==> src/rtl/alu_rr_sequencer_if.sv <==
// Bundles the two request channels, the ALU drive/return lines and the response
// channel of alu_rr_sequencer; slave is the sequencer side, master the surrounding system.
interface alu_rr_sequencer_if;
  logic        req0_valid;
  logic [3:0]  req0_op;
  logic [7:0]  req0_a;
  logic [7:0]  req0_b;
  logic        req0_ready;
  logic        req1_valid;
  logic [3:0]  req1_op;
  logic [7:0]  req1_a;
  logic [7:0]  req1_b;
  logic        req1_ready;
  logic [3:0]  alu_op;
  logic [7:0]  alu_a;
  logic [7:0]  alu_b;
  logic [15:0] alu_out;
  logic        alu_flag_c;
  logic        alu_flag_z;
  logic        rsp_valid;
  logic        rsp_ready;
  logic        rsp_id;
  logic [15:0] rsp_data;
  logic        rsp_c;
  logic        rsp_z;
  logic        rsp_err;
  logic        busy;
  logic [15:0] ops_done;

  modport slave (
    input  req0_valid, req0_op, req0_a, req0_b,
    input  req1_valid, req1_op, req1_a, req1_b,
    input  alu_out, alu_flag_c, alu_flag_z, rsp_ready,
    output req0_ready, req1_ready, alu_op, alu_a, alu_b,
    output rsp_valid, rsp_id, rsp_data, rsp_c, rsp_z, rsp_err, busy, ops_done
  );

  modport master (
    output req0_valid, req0_op, req0_a, req0_b,
    output req1_valid, req1_op, req1_a, req1_b,
    output alu_out, alu_flag_c, alu_flag_z, rsp_ready,
    input  req0_ready, req1_ready, alu_op, alu_a, alu_b,
    input  rsp_valid, rsp_id, rsp_data, rsp_c, rsp_z, rsp_err, busy, ops_done
  );
endinterface

==> src/rtl/alu_rr_sequencer.sv <==
// Round-robin sequencer sharing one combinational ALU between two requesters.
// Define ALU_DIVZERO_CHK_EN to short-circuit div/mod by zero into an error response.
module alu_rr_sequencer #(
  parameter int ALU_LAT = 1
) (
  input  logic             clk,
  input  logic             rst_n,
  alu_rr_sequencer_if.slave bus
);

  typedef enum logic [1:0] {IDLE, ISSUE, RESP} state_t;

  localparam logic [3:0] LAST_CNT = 4'(ALU_LAT - 1);

  state_t      r_state;
  state_t      w_nextState;
  logic        r_lastGrant;
  logic [3:0]  r_waitCnt;
  logic [3:0]  r_aluOp;
  logic [7:0]  r_aluA;
  logic [7:0]  r_aluB;
  logic        r_rspId;
  logic [15:0] r_rspData;
  logic        r_rspC;
  logic        r_rspZ;
  logic [15:0] r_opsDone;

  logic        w_grant1;
  logic        w_ready0;
  logic        w_ready1;
  logic        w_accept;
  logic [3:0]  w_selOp;
  logic [7:0]  w_selA;
  logic [7:0]  w_selB;
  logic        w_divZero;
  logic        w_captureNow;
  logic        w_rspFire;

  // Requester 1 wins alone, or on contention when requester 0 was served last.
  assign w_grant1     = bus.req1_valid & (~bus.req0_valid | ~r_lastGrant);
  assign w_ready0     = (r_state == IDLE) & bus.req0_valid & ~w_grant1;
  assign w_ready1     = (r_state == IDLE) & w_grant1;
  assign w_accept     = w_ready0 | w_ready1;
  assign w_selOp      = w_grant1 ? bus.req1_op : bus.req0_op;
  assign w_selA       = w_grant1 ? bus.req1_a  : bus.req0_a;
  assign w_selB       = w_grant1 ? bus.req1_b  : bus.req0_b;
  assign w_captureNow = (r_state == ISSUE) && (r_waitCnt == LAST_CNT);
  assign w_rspFire    = (r_state == RESP) & bus.rsp_ready;

`ifdef ALU_DIVZERO_CHK_EN
  logic r_rspErr;

  assign w_divZero = ((w_selOp == 4'b0011) || (w_selOp == 4'b0100)) && (w_selB == 8'h00);

  always_ff @(posedge clk or negedge rst_n) begin
    if (!rst_n) begin
      r_rspErr <= 1'b0;
    end else if (w_accept) begin
      r_rspErr <= w_divZero;
    end
  end

  assign bus.rsp_err = r_rspErr;
`else
  assign w_divZero   = 1'b0;
  assign bus.rsp_err = 1'b0;
`endif

  always_ff @(posedge clk or negedge rst_n) begin
    if (!rst_n) begin
      r_state <= IDLE;
    end else begin
      r_state <= w_nextState;
    end
  end

  always_comb begin
    w_nextState = r_state;
    case (r_state)
      IDLE:    if (w_accept) w_nextState = w_divZero ? RESP : ISSUE;
      ISSUE:   if (w_captureNow) w_nextState = RESP;
      RESP:    if (bus.rsp_ready) w_nextState = IDLE;
      default: w_nextState = IDLE;
    endcase
  end

  // Carry is only meaningful for add/sub, so it is masked for every other opcode.
  always_ff @(posedge clk or negedge rst_n) begin
    if (!rst_n) begin
      r_lastGrant <= 1'b1;
      r_waitCnt   <= 4'd0;
      r_aluOp     <= 4'd0;
      r_aluA      <= 8'd0;
      r_aluB      <= 8'd0;
      r_rspId     <= 1'b0;
      r_rspData   <= 16'd0;
      r_rspC      <= 1'b0;
      r_rspZ      <= 1'b0;
      r_opsDone   <= 16'd0;
    end else begin
      if (w_accept) begin
        r_aluOp     <= w_selOp;
        r_aluA      <= w_selA;
        r_aluB      <= w_selB;
        r_rspId     <= w_grant1;
        r_lastGrant <= w_grant1;
        r_waitCnt   <= 4'd0;
        if (w_divZero) begin
          r_rspData <= 16'hFFFF;
          r_rspC    <= 1'b0;
          r_rspZ    <= 1'b0;
        end
      end
      if (r_state == ISSUE) begin
        r_waitCnt <= r_waitCnt + 4'd1;
        if (w_captureNow) begin
          r_rspData <= bus.alu_out;
          r_rspZ    <= bus.alu_flag_z;
          r_rspC    <= ((r_aluOp == 4'b0000) || (r_aluOp == 4'b0001)) & bus.alu_flag_c;
        end
      end
      if (w_rspFire) begin
        r_opsDone <= r_opsDone + 16'd1;
      end
    end
  end

  assign bus.req0_ready = w_ready0;
  assign bus.req1_ready = w_ready1;
  assign bus.alu_op     = r_aluOp;
  assign bus.alu_a      = r_aluA;
  assign bus.alu_b      = r_aluB;
  assign bus.rsp_valid  = (r_state == RESP);
  assign bus.rsp_id     = r_rspId;
  assign bus.rsp_data   = r_rspData;
  assign bus.rsp_c      = r_rspC;
  assign bus.rsp_z      = r_rspZ;
  assign bus.busy       = (r_state != IDLE);
  assign bus.ops_done   = r_opsDone;

endmodule

==> src/flat_wrapper.sv <==
// flat-port wrapper written by rule: the top's interface ports become plain ports
module alu_rr_sequencer_flat 
#(
  parameter int ALU_LAT = 1
)
  (clk, rst_n, bus_req0_valid, bus_req0_op, bus_req0_a, bus_req0_b, bus_req1_valid, bus_req1_op, bus_req1_a, bus_req1_b, bus_alu_out, bus_alu_flag_c, bus_alu_flag_z, bus_rsp_ready, bus_req0_ready, bus_req1_ready, bus_alu_op, bus_alu_a, bus_alu_b, bus_rsp_valid, bus_rsp_id, bus_rsp_data, bus_rsp_c, bus_rsp_z, bus_rsp_err, bus_busy, bus_ops_done);
  alu_rr_sequencer_if bus_i ();
  input  logic clk;
  input  logic rst_n;
  input wire logic [$bits(bus_i.req0_valid)-1:0] bus_req0_valid;
  input wire logic [$bits(bus_i.req0_op)-1:0] bus_req0_op;
  input wire logic [$bits(bus_i.req0_a)-1:0] bus_req0_a;
  input wire logic [$bits(bus_i.req0_b)-1:0] bus_req0_b;
  input wire logic [$bits(bus_i.req1_valid)-1:0] bus_req1_valid;
  input wire logic [$bits(bus_i.req1_op)-1:0] bus_req1_op;
  input wire logic [$bits(bus_i.req1_a)-1:0] bus_req1_a;
  input wire logic [$bits(bus_i.req1_b)-1:0] bus_req1_b;
  input wire logic [$bits(bus_i.alu_out)-1:0] bus_alu_out;
  input wire logic [$bits(bus_i.alu_flag_c)-1:0] bus_alu_flag_c;
  input wire logic [$bits(bus_i.alu_flag_z)-1:0] bus_alu_flag_z;
  input wire logic [$bits(bus_i.rsp_ready)-1:0] bus_rsp_ready;
  output wire logic [$bits(bus_i.req0_ready)-1:0] bus_req0_ready;
  output wire logic [$bits(bus_i.req1_ready)-1:0] bus_req1_ready;
  output wire logic [$bits(bus_i.alu_op)-1:0] bus_alu_op;
  output wire logic [$bits(bus_i.alu_a)-1:0] bus_alu_a;
  output wire logic [$bits(bus_i.alu_b)-1:0] bus_alu_b;
  output wire logic [$bits(bus_i.rsp_valid)-1:0] bus_rsp_valid;
  output wire logic [$bits(bus_i.rsp_id)-1:0] bus_rsp_id;
  output wire logic [$bits(bus_i.rsp_data)-1:0] bus_rsp_data;
  output wire logic [$bits(bus_i.rsp_c)-1:0] bus_rsp_c;
  output wire logic [$bits(bus_i.rsp_z)-1:0] bus_rsp_z;
  output wire logic [$bits(bus_i.rsp_err)-1:0] bus_rsp_err;
  output wire logic [$bits(bus_i.busy)-1:0] bus_busy;
  output wire logic [$bits(bus_i.ops_done)-1:0] bus_ops_done;
  assign bus_i.req0_valid = bus_req0_valid;
  assign bus_i.req0_op = bus_req0_op;
  assign bus_i.req0_a = bus_req0_a;
  assign bus_i.req0_b = bus_req0_b;
  assign bus_i.req1_valid = bus_req1_valid;
  assign bus_i.req1_op = bus_req1_op;
  assign bus_i.req1_a = bus_req1_a;
  assign bus_i.req1_b = bus_req1_b;
  assign bus_i.alu_out = bus_alu_out;
  assign bus_i.alu_flag_c = bus_alu_flag_c;
  assign bus_i.alu_flag_z = bus_alu_flag_z;
  assign bus_i.rsp_ready = bus_rsp_ready;
  assign bus_req0_ready = bus_i.req0_ready;
  assign bus_req1_ready = bus_i.req1_ready;
  assign bus_alu_op = bus_i.alu_op;
  assign bus_alu_a = bus_i.alu_a;
  assign bus_alu_b = bus_i.alu_b;
  assign bus_rsp_valid = bus_i.rsp_valid;
  assign bus_rsp_id = bus_i.rsp_id;
  assign bus_rsp_data = bus_i.rsp_data;
  assign bus_rsp_c = bus_i.rsp_c;
  assign bus_rsp_z = bus_i.rsp_z;
  assign bus_rsp_err = bus_i.rsp_err;
  assign bus_busy = bus_i.busy;
  assign bus_ops_done = bus_i.ops_done;
  alu_rr_sequencer #(.ALU_LAT(ALU_LAT)) u_core (.clk(clk), .rst_n(rst_n), .bus(bus_i));
endmodule
==> config.mk <==
export PLATFORM = sky130hd
export DESIGN_NAME = alu_rr_sequencer_flat
export DESIGN_NICKNAME = d
export VERILOG_FILES = /design/src/rtl/alu_rr_sequencer_if.sv /design/src/rtl/alu_rr_sequencer.sv /design/src/flat_wrapper.sv
export SDC_FILE = /design/constraint.sdc
export NUM_CORES = 1
export LEC_CHECK = 0
export CORE_ASPECT_RATIO = 0.75
export CORE_MARGIN = 3
export CORE_UTILIZATION = 45
export DETAILED_ROUTE_END_ITERATION = 10
export MAX_ROUTING_LAYER = met4
export PLACE_DENSITY = 0.84
export RECOVER_POWER = 50
export SLEW_MARGIN = 20
export SYNTH_ARGS = -nofsm -noshare
export SYNTH_HDL_FRONTEND = slang
export SYNTH_SLANG_ARGS = --single-unit
==> constraint.sdc <==
create_clock -name clk -period 4.6 [get_ports clk]
set_clock_uncertainty 0.2 [all_clocks]
set_input_delay 0.46 -clock clk [delete_from_list [all_inputs] [get_ports clk]]
set_output_delay 0.46 -clock clk [all_outputs]
set_load 0.02 [all_outputs]
==> flow_metrics.py, run 1 <==
metrics = {
    "run_status": {
        "status": "complete, but fails checks",
        "violations": "max-capacitance violations, max-slew violations",
    },
    "floorplanning": {
        "placementRows": 23,
        "pin_count": 123,
        "fp.dieH_um": 73.0,
        "die_w_um": 95.3,
        "start_util": 0.485,
        "fp.coreArea_sq_um": 5550,
        "die-area_sq_um": 6950,
    },
    "sta": {
        "hold_violations": 0,
        "max_slew_margin": -0.344,
        "min_period_ns": 3.11,
        "fmax_mhz": 322,
        "setup_tns_ns": 0,
        "worst_pin_slew_ns": 2.00,
        "setup_violations": 0,
        "rsz0062_at_grt": "no",
        "slew_violations": 23,
        "fin_crit_sh": 0.675,
    },
    "yosys": {
        "synth-seq-cells": 62,
        "netlist_area_sq_um": 2690,
        "synth_top_area_frac": 0.567,
        "avgSynthCellArea_sq_um": 11.7,
        "synth_edf_count": 0,
        "async_flop_share": 1.00,
        "synthCells": 230,
        "synth_cell_types": 32,
        "yosysTopAreaCell": "dfrtp_1",
        "synth_area_leaders": "dfrtp_1, mux2_1, mux2i_1",
        "ys.flop_type": "dfrtp_1",
        "syn-num-nets": 296,
        "synth_warnings": 0,
        "ys_seq_area_frac": 0.577,
    },
    "finish": {
        "instances_no_fill": 436,
        "diodes": 0,
        "syn_to_final_growth_pct": 53.6,
        "fillers": 391,
        "fin_nets": 422,
        "post_route_cells_drive_above_1_share": 0.0582,
    },
    "worst_setup_path": {
        "r2r_cells": 5,
        "reg2reg_slack_ns": 2.12,
        "cp_slowest_stage_delay_ns": 1.51,
        "crit_required_ns": 4.66,
        "cp_max_fo": 22,
        "start_kind": "primary input",
        "crit_chain": "dlygate4sd3_1 > o21ai_0 > buf_4 > nand2_1 > o21ai_1",
        "arrival_ns": 3.16,
        "worst_r2r_endpoint": "u_core.bus.alu_a[6]$_DFFE_PN0P_",
        "r2r_start": "u_core.r_state[1]$_DFFE_PN0P_",
        "worstSetupPathType": "in -> reg",
        "critPathCaptureType": "flop",
        "crit_slowest_cell": "o21ai_0",
    },
    "grt": {
        "grt_max_degree": 48,
        "antenna_found_initial": 0,
        "grt_pass1_vias": 2122,
        "grt_pass1_wl_mm": 10.1,
        "track_usage": 0.200,
        "grt-ovfl-total": 0,
    },
    "detailed_routing": {
        "wl_per_cell_um": 14.4,
        "via_per_inst": 4.83,
        "firstDrtPassIters": 4,
        "drc_errors": 0,
        "ant_nets": 0,
        "wirelength_mm": 6.27,
        "drt_iter0_markers": 44,
        "via_count": 2108,
    },
    "clock_tree": {
        "ctsResizeCount": 0,
        "cts_tree": "yes",
        "cts_setup_buffers": 0,
        "postCtsHoldBufs": 1,
        "cts_sinks": 62,
        "clockBufferDepth": 2,
        "insertion_delay_ns": 0.33,
        "cts_root_buf": "clkbuf_8",
        "ctsHtreeMaxLevel": 3,
        "cts_buffers": 9,
        "cts.clk_slew.worst_paths_ns": 0.07,
    },
    "job": {
        "drv_cap": 1,
    },
    "pwr": {
        "powerDensity_nw_per_um2": 595,
        "irDropWorstVdd_v": 0.000364,
        "p_leak_uw": 0.00181,
    },
    "place": {
        "globalplace.congestion": 0.808,
        "io_buffers": 121,
        "dp_hpwl_mm": 4.84,
        "placedCellCount": 419,
    },
    "hold_path": {
        "min_to": "u_core.bus.alu_b[5]$_DFFE_PN0P_",
        "hold_class": "reg -> reg",
        "min_path_cells": 2,
        "hp-start": "u_core.bus.alu_b[5]$_DFFE_PN0P_",
    },
}
[Yosys cell counts, types with 2 or more instances]
cell type / count
and2_1: 3
and3_1: 3
buf_2: 6
clkbuf_1: 3
dfrtp_1: 61
ha_1: 3
inv_1: 3
inv_2: 2
mux2_1: 18
mux2i_1: 20
nand2_1: 33
nand2b_1: 2
nand3_1: 5
nand4_1: 5
nor2_1: 7
o21ai_1: 26
xnor2_1: 12
xor2_1: 4
[critical path, delay by kind of cell]
| family | cells | cell delay (ns) |
|---|---|---|
| AOI/OAI and AO/OA | 2 | 1.58 |
| buffers and inverters | 2 | 1.02 |
| and+or+nand+nor | 1 | 0.09 |
[metal layers]
layer,part of all wire,GRT usage
met1,0.42,0.239
met2,0.49,0.315
met3,0.078,0.0660
met4,0.0057,0.0768
met5,0,-
[area by class of cell]
cell class | count | area [sq um] | area share
clock buffer | 10 | 128 | 0.0309
clock inverter | 6 | 38.8 | 0.00938
inverter | 5 | 18.8 | 0.00454
multi-input combinational | 153 | 1070 | 0.258
sequential | 62 | 1550 | 0.376
tap | 75 | 93.8 | 0.0227
timing repair buffer | 125 | 1230 | 0.299
[report_power, final]
part	switching, uW	leakage, uW	total, uW	internal, uW
registers	132	0.000771	895	763
clock network	210	0.0000820	403	193
logic	593	0.000962	1160	567
total	935	0.00181	2460	1520
[logic make-up (layout without fill, tap and decap cells)]
logic type / Yosys count / in the layout / synth area share
and+or+nand+nor: 65 / 65 / 0.121
DFF: 62 / 62 / 0.577
muxes: 38 / 38 / 0.150
AOI/OAI and AO/OA: 30 / 30 / 0.0600
xor gates and xnor gates: 16 / 16 / 0.0521
buffers and inverters: 15 / 146 / 0.0251
adders and majority gates: 3 / 3 / 0.0139
other: 1 / 1 / 0.00139
[cells in the final DEF, fill, tap and decap left out, types with 2 or more instances in the layout]
master / instances
clkdlybuf4s50_1: 118
dfrtp_1: 61
nand2_1: 33
mux2i_1: 20
o21ai_1: 19
mux2_1: 18
xnor2_1: 12
clkbuf_8: 9
o21ai_0: 8
nor2_1: 7
nand4_1: 5
nand3_1: 5
inv_1: 4
xor2_1: 4
and3_1: 3
ha_1: 3
clkinv_2: 3
dlygate4sd3_1: 3
nand2b_1: 2
and2_0: 2
clkinvlp_4: 2
clkbuf_1: 2
buf_4: 2
[how the worst max path moves through the flow]
| stage | from | to | slack (ns) | depth (start not counted) |
|---|---|---|---|---|
| after CTS | bus_req1_valid | bus_req0_ready | 1.78 | 5 |
| after floorplan | bus_req1_valid | bus_req0_ready | 2.80 | 3 |
| after global placement | bus_req1_valid | bus_req0_ready | 1.80 | 5 |
| after global routing | bus_req1_valid | u_core.bus.alu_a[6]$_DFFE_PN0P_ | 1.17 | 5 |
| final | bus_req1_valid | u_core.bus.alu_a[6]$_DFFE_PN0P_ | 1.49 | 5 |
| after detailed placement | bus_req1_valid | bus_req0_ready | 1.79 | 5 |
[metrics by stage]
stage                      util  setup slack [ns]  cell area, sq um  hold slack [ns]  power [uW]
after floorplan               -              2.80              2690          -0.0356        1520
after global placement    0.715              1.80              3970            0.181        2050
after detailed placement  0.715              1.79              3970            0.192        2090
after CTS                 0.746              1.78              4150            0.277        2500
after global routing      0.744              1.17              4130            0.299        2620
final                     0.744              1.49              4130            0.282        2460
[state kept, by name (all words and copies together) (netlist names)]
signal and cells:
u_core.bus.alu_b 8, u_core.r_lastGrant 1, u_core.bus.rsp_z 1, u_core.r_waitCnt 4
u_core.bus.rsp_data 16, u_core.bus.ops_done 16, u_core.r_state 2, u_core.bus.alu_a 8
u_core.bus.rsp_id 1, u_core.bus.alu_op 4, u_core.bus.rsp_c 1
Note: power is estimated with default switching activity, not from simulation.
==> run 2, diff against run 1 <==
--- a/config.mk
+++ b/config.mk
@@ -7,10 +7,10 @@
 export LEC_CHECK = 0
 export CORE_ASPECT_RATIO = 0.75
 export CORE_MARGIN = 3
-export CORE_UTILIZATION = 45
+export CORE_UTILIZATION = 37
 export DETAILED_ROUTE_END_ITERATION = 10
 export MAX_ROUTING_LAYER = met4
-export PLACE_DENSITY = 0.84
+export PLACE_DENSITY = 0.74
 export RECOVER_POWER = 50
 export SLEW_MARGIN = 20
 export SYNTH_ARGS = -nofsm -noshare
==> constraint.sdc (replaced) <==
create_clock -name clk -period 2.8 [get_ports clk]
set_clock_uncertainty 0.2 [all_clocks]
set_input_delay 0.28 -clock clk [delete_from_list [all_inputs] [get_ports clk]]
set_output_delay 0.28 -clock clk [all_outputs]
set_load 0.02 [all_outputs]
==> run 2 against run 1 <==
The run still ends with max-capacitance violations, max-slew violations left; critical path depth unchanged; clock power increased by 120%; power increased by 74%; sequential power increased by 64%; utilization decreased by 13 points; flip-flop and latch count unchanged; setup slack got worse by 0.99 ns; wire length decreased by 3.2%; final cell count increased by 5.7%; highest routed layer unchanged; die area increased by 20%; clock-buffer cell count increased by 3; non-clock buffer count increased by 2.
==> flow_metrics.py, run 2 (synthesis gave the netlist of run 1 again) <==
metrics = {
    "run_status": {
        "status": "complete, but fails checks",
        "violations": "max-capacitance violations, max-slew violations",
    },
    "worst_setup_path": {
        "crit_required_ns": 2.32,
        "cp_common_cell": "nor2_1",
        "crit_buf_inv": 2,
        "cp_slowest_stage_delay_ns": 0.61,
        "arrival_ns": 1.82,
        "worstSetupPathType": "reg -> out",
        "start_kind": "flop",
        "crit_slowest_cell": "clkdlybuf4s50_1",
        "crit_chain": "nor2_1 > buf_4 > nand2_1 > nor2_1 > clkdlybuf4s50_1",
        "path_delay_family": "buffers and inverters",
        "cp_max_fo": 5,
        "critPathCaptureType": "output port",
    },
    "finish": {
        "fin_util": 0.613,
        "fin_nets": 424,
        "stdcell_area_sq_um": 4250,
        "final_cell_mix": "clkdlybuf4s50_1, dfrtp_1, nand2_1",
        "fillers": 591,
        "post_route_cells_drive_above_1_share": 0.0634,
        "syn_to_final_growth_pct": 57.8,
        "diodes": 0,
        "layout_commonest_cell": "clkdlybuf4s50_1",
    },
    "sta": {
        "slew_violations": 28,
        "setup_tns_ns": 0,
        "worst_pin_slew_ns": 1.58,
        "rsz0062_at_grt": "no",
        "fin_crit_sh": 0.822,
        "max_slew_margin": -0.0520,
        "fmax_mhz": 435,
        "setup_violations": 0,
        "hold_violations": 0,
        "min_period_ns": 2.30,
    },
    "place": {
        "dp_hpwl_mm": 4.57,
        "placed_cell_area_sq_um": 4030,
        "io_buffers": 121,
        "globalplace.congestion": 0.789,
    },
    "clock_tree": {
        "ctsResizeCount": 0,
        "cts_tree": "yes",
        "ctsHtreeMaxLevel": 3,
        "cts_buffers": 9,
        "cts_root_buf": "clkbuf_8",
        "clockBufferDepth": 2,
        "cts.clk_slew.worst_paths_ns": 0.07,
        "insertion_delay_ns": 0.33,
        "cts_sinks": 62,
    },
    "grt": {
        "grt_pass1_vias": 2177,
        "grt-ovfl-total": 0,
        "antenna_found_initial": 0,
        "track_usage": 0.160,
        "grt_pass1_wl_mm": 10.3,
        "grt_max_degree": 44,
    },
    "floorplanning": {
        "die_w_um": 104,
        "start_util": 0.388,
        "die-area_sq_um": 8340,
        "placementRows": 26,
        "fp.coreArea_sq_um": 6930,
        "pin_count": 123,
        "fp.dieH_um": 79.9,
    },
    "detailed_routing": {
        "via_per_inst": 4.60,
        "wl_per_cell_um": 13.2,
        "drt_iter0_markers": 51,
        "via_count": 2120,
        "firstDrtPassIters": 4,
        "drc_errors": 0,
        "wirelength_mm": 6.07,
        "ant_nets": 0,
    },
    "pwr": {
        "p_leak_uw": 0.00184,
        "irDropWorstVdd_v": 0.000626,
        "p_total_uw": 4290,
        "powerDensity_nw_per_um2": 1010,
    },
    "job": {
        "drv_cap": 1,
    },
    "hold_path": {
        "hold_class": "reg -> reg",
    },
}
## run 2: cell type report
cell class                      count  area [sq um]  area share
Clock inverter                      3          65.1      0.0153
Clock buffer                       13           169      0.0398
Inverter                            5          18.8     0.00442
Multi-Input combinational cell    153          1060       0.249
Tap cell                           98           123      0.0289
Sequential cell                    62          1550       0.366
Timing Repair Buffer              127          1260       0.297
## run 2: worst paths after layout
path | startpoint | end | slack, ns | cells after the start
max | u_core.r_state[1]$_DFFE_PN0P_ | bus_req0_ready | 0.50 | 5
min | u_core.bus.ops_done[15]$_DFFE_PN0P_ | u_core.bus.ops_done[15]$_DFFE_PN0P_ | 0.27 | 1
max reg2reg | u_core.r_waitCnt[0]$_DFFE_PN0P_ | u_core.bus.rsp_z$_DFFE_PN0P_ | 0.71 | 6
min reg2reg | u_core.bus.ops_done[15]$_DFFE_PN0P_ | u_core.bus.ops_done[15]$_DFFE_PN0P_ | 0.27 | 1
max in group asynchronous | rst_n | u_core.bus.alu_a[5]$_DFFE_PN0P_ | 0.80 | 2
min in group asynchronous | rst_n | u_core.bus.rsp_data[4]$_DFFE_PN0P_ | 0.68 | 2
## run 2: per-layer routing
metal / vias up / global-route usage / wire [um]
met5: - / - / 0
met4: 0 / 0.0478 / 41
met3: 7 / 0.0582 / 477
met2: 84 / 0.244 / 2690
met1: 981 / 0.201 / 2860
li1: 1048 / - / -
## run 2: power breakdown
part | switching, uW | internal [uW] | leakage (uW)
Combinational | 974 | 947 | 0.000947
Clock | 325 | 573 | 0.000120
Sequential | 215 | 1250 | 0.000771
## run 2: repair_timing
item,4_1_cts,5_1_grt
endpoints found under the hold margin,26,0
buffers inserted,0,0
hold buffers,1,0
## run 2: stage by stage
| stage | hold WS, ns | cells | setup WS [ns] |
|---|---|---|---|
| 2_1_floorplan | -0.216 | 230 | 1.11 |
| 3_3_place_gp | 0.148 | 444 | 0.556 |
| 3_5_place_dp | 0.142 | 444 | 0.513 |
| 4_1_cts | 0.279 | 461 | 0.456 |
| 5_1_grt | 0.302 | 461 | 0.350 |
| 6_report | 0.273 | 461 | 0.499 |
